File: config.mk
export PLATFORM = sky130hd
export DESIGN_NAME = fpu_issue
export DESIGN_NICKNAME = d
export VERILOG_FILES = /design/src/rtl/fpu_issue.sv
export SDC_FILE = /design/constraint.sdc
export NUM_CORES = 1
export LEC_CHECK = 0
export ABC_AREA = 1
export CAP_MARGIN = 20
export CORE_AREA = 2 2 137 139
export DETAILED_ROUTE_END_ITERATION = 6
export DIE_AREA = 0 0 139 141
export SYNTH_ARGS = -nofsm -noshare
export SYNTH_HDL_FRONTEND = slang
export SYNTH_SLANG_ARGS = --single-unit
File: constraint.sdc
create_clock -name clk -period 5.35 [get_ports clk]
set_input_delay 0.535 -clock clk [delete_from_list [all_inputs] [get_ports clk]]
set_output_delay 0.535 -clock clk [all_outputs]
set_load 0.03 [all_outputs]
File: src/rtl/fpu_issue.sv
// Multi-cycle issue/capture controller in front of the combinational FPU datapath.
// Optional sticky status flags are built when FPU_FLAGS_EN is defined.
module fpu_issue #(
   parameter int unsigned LAT_ADD  = 2,
   parameter int unsigned LAT_MUL  = 2,
   parameter int unsigned LAT_DIV  = 4,
   parameter int unsigned LAT_SQRT = 4,
   parameter int unsigned LAT_MISC = 1
) (
   input  logic        clk,
   input  logic        rst,
   input  logic        req_valid,
   output logic        req_ready,
   input  logic [11:0] req_op,
   input  logic [31:0] req_rs1,
   input  logic [31:0] req_rs2,
   input  logic [4:0]  req_rd,
   input  logic        flush,
   output logic [31:0] fpu_x1,
   output logic [31:0] fpu_x2,
   output logic [11:0] fpu_sel,
   input  logic [31:0] fpu_y,
   input  logic        fpu_ovf,
   input  logic        fpu_exc,
   output logic        res_valid,
   input  logic        res_ready,
   output logic [31:0] res_data,
   output logic [4:0]  res_rd,
   output logic        res_ovf,
   output logic        res_exc,
   input  logic        flags_clr,
   output logic        flags_ovf,
   output logic        flags_exc
);

   localparam int unsigned OP_W   = 12;
   localparam int unsigned DATA_W = 32;
   localparam int unsigned RD_W   = 5;
   localparam int unsigned CNT_W  = 4;

   typedef enum logic [1:0] {IDLE, EXEC, DONE} state_t;

   state_t             state, state_nx;
   logic [CNT_W-1:0]   cnt;
   logic [RD_W-1:0]    rd_q;
   logic               legal_q;
   logic               accept, capture, handshake;

   // Hold count minus one; illegal (zero or multi-hot) ops take one cycle.
   function automatic logic [CNT_W-1:0] lat_m1(input logic [OP_W-1:0] op);
      logic [CNT_W-1:0] l;
      l = '0;
      if ($onehot(op)) begin
         if (op[0] || op[1])  l = CNT_W'(LAT_ADD - 1);
         else if (op[2])      l = CNT_W'(LAT_MUL - 1);
         else if (op[3])      l = CNT_W'(LAT_DIV - 1);
         else if (op[7])      l = CNT_W'(LAT_SQRT - 1);
         else                 l = CNT_W'(LAT_MISC - 1);
      end
      return l;
   endfunction

   always_ff @(posedge clk or posedge rst) begin
      if (rst) state <= IDLE;
      else     state <= state_nx;
   end

   // Next state and transfer strobes; flush overrides everything.
   always_comb begin
      state_nx  = state;
      accept    = 1'b0;
      capture   = 1'b0;
      handshake = 1'b0;
      case (state)
         IDLE: if (req_valid) begin
            accept   = 1'b1;
            state_nx = EXEC;
         end
         EXEC: if (cnt == '0) begin
            capture  = 1'b1;
            state_nx = DONE;
         end
         DONE: if (res_ready) begin
            handshake = 1'b1;
            state_nx  = IDLE;
         end
         default: state_nx = IDLE;
      endcase
      if (flush) begin
         state_nx  = IDLE;
         accept    = 1'b0;
         capture   = 1'b0;
         handshake = 1'b0;
      end
   end

   assign req_ready = (state == IDLE) && !flush;

   always_ff @(posedge clk or posedge rst) begin
      if (rst) begin
         res_valid <= 1'b0;
         fpu_x1    <= '0;
         fpu_x2    <= '0;
         fpu_sel   <= '0;
         cnt       <= '0;
         rd_q      <= '0;
         legal_q   <= 1'b0;
         res_data  <= '0;
         res_rd    <= '0;
         res_ovf   <= 1'b0;
         res_exc   <= 1'b0;
      end else begin
         res_valid <= (state_nx == DONE);
         if (accept) begin
            fpu_x1  <= req_rs1;
            fpu_x2  <= req_rs2;
            rd_q    <= req_rd;
            legal_q <= $onehot(req_op);
            fpu_sel <= $onehot(req_op) ? req_op : '0;
            cnt     <= lat_m1(req_op);
         end else begin
            if (capture || flush) fpu_sel <= '0;
            if (state == EXEC && cnt != '0) cnt <= cnt - CNT_W'(1);
         end
         // Operands have been stable for the full multicycle window here.
         if (capture) begin
            res_data <= legal_q ? fpu_y : DATA_W'(0);
            res_rd   <= rd_q;
            res_ovf  <= legal_q && fpu_ovf;
            res_exc  <= !legal_q || fpu_exc;
         end
      end
   end

`ifdef FPU_FLAGS_EN
   // Sticky flags: a set on the handshake edge beats a simultaneous clear.
   always_ff @(posedge clk or posedge rst) begin
      if (rst) begin
         flags_ovf <= 1'b0;
         flags_exc <= 1'b0;
      end else begin
         if (handshake && res_ovf) flags_ovf <= 1'b1;
         else if (flags_clr)       flags_ovf <= 1'b0;
         if (handshake && res_exc) flags_exc <= 1'b1;
         else if (flags_clr)       flags_exc <= 1'b0;
      end
   end
`else
   logic unused_flag_inputs;
   assign unused_flag_inputs = flags_clr ^ handshake;
   assign flags_ovf = 1'b0;
   assign flags_exc = 1'b0;
`endif

endmodule

# Word level (Yosys, flattened, before mapping)
# Cells that the tools add are included.
# W data, S select, Z words.
[totals]
ff_bits = 128
out_inout_bits = 119
[op_classes]
n_addsub = 12
n_eq_ne = 4
mux = 22
reduce_logical = 13
[op_table]
columns = ["cell", "n"]
rows = [
  ["$mux W12", 3],
  ["$mux W32", 1],
  ["$mux W2", 9],
  ["$add A1 B1 Y2", 6],
  ["$add A2 B2 Y3", 3],
  ["$mux W4", 2],
  ["$mux W1", 6],
  ["$pmux W2 S3", 1],
  ["$add A3 B3 Y4", 1],
  ["$add A4 B3 Y4", 1],
  ["$eq A2 B2 Y1 const B", 2],
  ["$eq A4 B1 Y1 const B", 1],
  ["$logic_not A4 Y1", 1],
  ["$reduce_bool A2 Y1", 2],
  ["$reduce_bool A4 Y1", 1],
  ["$sub A4 B1 Y4 const B", 1],
  ["$logic_and A1 B1 Y1", 3],
  ["$logic_or A1 B1 Y1", 3],
  ["$eq A2 B1 Y1 const B", 1],
  ["$logic_not A1 Y1", 2],
  ["$logic_not A2 Y1", 1],
]

# Depth between registers and ports, before layout
[depth]
depth_word = 7
depth_mapped = 15

# Least setup slack after synthesis
# Ideal clock, no wire load.
[synth_path]
path_kind = "input-to-reg"
start = "input port req_op[0]"
end = "register fpu_sel[11]"
setup_time_ps = 83
arrival_ps = 3762
required_time_ps = 5267
path_slack_ps = 1505
cell_stages = 15
n_path_buf = 0
cell_sequence = "fa_1 -> fa_1 -> inv_1 -> fa_1 -> fa_1 -> inv_1 -> ha_1 -> inv_1 -> fa_1 -> nand2_1 -> nor2_1 -> nand2_1 -> nor2_4 -> nand2_2 -> o21ai_0"
[synth_between]
elab_chain_len = 7
[synth_lines]
columns = ["element", "line_no", "source"]
rows = [
  ["start: declaration", "14", "input logic [11:0] req_op,"],
  ["$add A1 B1 Y2 (not written as such)", "119", "fpu_sel <= $onehot(req_op) ? req_op : '0;"],
  ["$add A2 B2 Y3 (not written as such)", "119", ""],
  ["$add A3 B3 Y4 (not written as such)", "119", ""],
  ["$add A4 B3 Y4 (not written as such)", "119", ""],
  ["$eq A4 B1 Y1", "119", ""],
  ["$mux W12", "119", ""],
  ["$mux W12", "114", "if (accept) begin"],
  ["end signal: assignment", "119", ""],
  ["end: declaration", "21", "output logic [11:0] fpu_sel,"],
]
# Every way passes these cells.
# A chain may end at the register's enable or synchronous reset.

# Worst setup path in the final report
[layout_path]
start = "input port req_op[3]"
end = "register fpu_sel[8]"
# The elaborated chain is that of the path after synthesis.

==> impl_metrics.ini <==
[grt]
first_global_vias = 4685
grt.total_usage = 0.157
grt_overflow = 0
grt_pass1_wl_mm = 24.4
antenna_found_initial = 0
grt_max_degree = 86

[min_path]
hold_path_end = res_rd[0]$_DFFE_PP0P_
min_from = rd_q[0]$_DFFE_PP0P_
min_path_type = reg2reg
worstHoldPathCells = 2

[placement]
dp_hpwl_mm = 10.2
dpl-instance-area_um2 = 7900
routabilityCongestion = 0.774
post-place-ws_ns = 0.737
io_buffers = 236

[synthesis]
synth.avg_cell_area_um2 = 8.90
yosys_warnings = 0
yosysSeqAreaShare = 0.595
netlist_area_um2 = 5390
synth_cells = 605
ys_types = 24
synth.ff_latch_count = 128

[detailed_routing]
num_vias = 4676
first_pass_iters = 4
viasPerCell = 4.33
wl_mm = 14.9
wl_per_cell_um = 13.8
drt_iter0_drc = 196
postRouteAntennaNets = 0
drc = 0

[run_status]
status = complete, no violations

[setup_path]
cp_top_family = adder cells
worst_ep_arrival_time_ns = 4.49
timing.rr.end = fpu_sel[11]$_DFFE_PP0P_
r2r_slack_ns = 2.62
regToRegStartpoint = state[1]$_DFF_PP0_
cpPeakStageDelay_ns = 0.54
r2r_cells = 7
cp-start-kind = input port
crit_fanout = 8
cp.required_ns = 5.68
crit_slowest_cell = clkdlybuf4s50_1
crit_chain = clkdlybuf4s50_1 > fa_1 > fa_1 > inv_1 > fa_1 > fa_1 > inv_1 > ha_1 > inv_1 > fa_1 > nand2_1 > nor2_1 > nand2_1 > nor2_4 > nand2_2 > o21ai_0
path_class = in2reg
cp_num_buf_inv = 4
path_common_cell = fa_1
end_kind = flip-flop

[clock_network]
post_cts_buffers = 0
worstSkewPairLatency_ns = 0.41
path_clk_slew_ns = 0.06
root_buffer = clkbuf_16
cts_made_buffers = 17
holdBufCountCts = 0
clkSinkCount = 128
cts_tree = yes
htreeDepth = 4
clockBufferDepth = 2
ctsResizeCount = 0

[die]
row_count = 50
io_pins = 240
start_util = 0.295
die_h_um = 141
die_x_um = 139
fp.coreArea_um2 = 18300
dieArea_um2 = 19600

[sta]
slew_violations = 0
finalClockSkew_ns = 0.00588
final-setup-viol-count = 0
fin_ws_ns = 1.20
post-route-min-period_ns = 4.15
hold_ws_ns = 0.469
hold_viol = 0
worst_pin_slew_ns = 0.953
slew-limit-headroom = 0.365
fmax_mhz = 241
finalSetupTns_ns = 0
rsz0062_at_grt = no
fin_crit_sh = 0.776

[final_layout]
drive_gt1_frac = 0.0532
nets = 968
n_fill_cell = 1753
final_cell_mix = nand2_1, clkdlybuf4s50_1, dfrtp_1
final_cell_area_um2 = 8550
final_common_cell = nand2_1
areaGrowthSynthToFinish_pct = 58.7
antenna_cells = 0

[pwr]
powerDensity_nw_per_um2 = 480
p_leak_uw = 0.00419
total_power_uw = 4100
ir_drop_v = 0.000231

[flow_run]
drv_cap = 0
worst reg2reg max path, cell delays in order, from the launching register on:
cell and delay (ns):
dfrtp_1 0.40, nor2_1 0.19, nand3_4 0.71, inv_2 0.29
buf_4 0.65, nor2_4 0.18, nand3_1 0.11, o21ai_0 0.08
worst max path at each step:
stage          startpoint                      end  slack (ns)  cells after the start
2_1_floorplan         rst       cnt[0]$_DFFE_PP0P_        1.40                      1
3_3_place_gp    req_op[3]   fpu_sel[8]$_DFFE_PP0P_        0.75                     16
3_5_place_dp    req_op[3]  fpu_sel[11]$_DFFE_PP0P_        0.74                     16
4_1_cts         req_op[3]  fpu_sel[11]$_DFFE_PP0P_        1.19                     16
5_1_grt         req_op[3]  fpu_sel[11]$_DFFE_PP0P_        0.93                     16
6_report        req_op[3]   fpu_sel[8]$_DFFE_PP0P_        1.20                     16
logic make-up (layout without fill, tap and decap cells):
group / after synthesis / count (layout) / synth area share
compound gates: 16 / 16 / 0.0149
xor+xnor: 1 / 1 / 0.00163
fa+ha+maj: 14 / 14 / 0.0423
buf+inv: 61 / 301 / 0.0578
flops: 128 / 128 / 0.595
other cells: 1 / 2 / 0.000696
simple gates: 384 / 384 / 0.288
layer usage:
layer,part of all wire,up-vias,GRT usage
met5,0,-,0
li1,-,2315,-
met3,0.059,27,0.0482
met2,0.47,148,0.248
met4,0.025,0,0.0649
met1,0.45,2186,0.201
flip-flops by register name, summed over array words and instances (netlist names), 2 cells and up:
register / count
fpu_x1: 32
fpu_x2: 32
res_data: 32
fpu_sel: 12
rd_q: 5
res_rd: 5
cnt: 4
state: 2
cell usage after synthesis (all sizes together):
master  instances  area share
dfrtp         128        0.59
clkbuf          4      0.0028
nor2           17       0.016
a21oi           5      0.0046
inv            30       0.021
nand2         310        0.22
buf            27       0.034
xor2            1      0.0016
nor3            1     0.00093
conb            1     0.00070
nand3          55       0.052
fa              7       0.026
o21ai          11       0.010
nand3b          1      0.0014
ha              7       0.016
through the flow:
step                      instances  utilization
after floorplan                 606            -
after CTS                      1080        0.468
after detailed placement       1048        0.432
after global routing           1080        0.468
after global placement         1047        0.431
final                          1080        0.468
cell type report:
cell class | instances | area, µm² | share of cell area
Inverter | 30 | 118 | 0.0138
Tap cell | 234 | 293 | 0.0343
Clock inverter | 13 | 213 | 0.0249
Timing Repair Buffer | 239 | 2400 | 0.281
Sequential cell | 128 | 3200 | 0.375
Clock buffer | 19 | 433 | 0.0507
Multi-Input combinational cell | 417 | 1880 | 0.220
power breakdown:
| group | internal (µW) | switching, µW | total, µW |
|---|---|---|---|
| clock network | 828 | 440 | 1270 |
| registers | 1210 | 140 | 1350 |
| logic | 608 | 872 | 1480 |
| total | 2650 | 1450 | 4100 |
No activity file was read; power rests on OpenSTA's default activity.
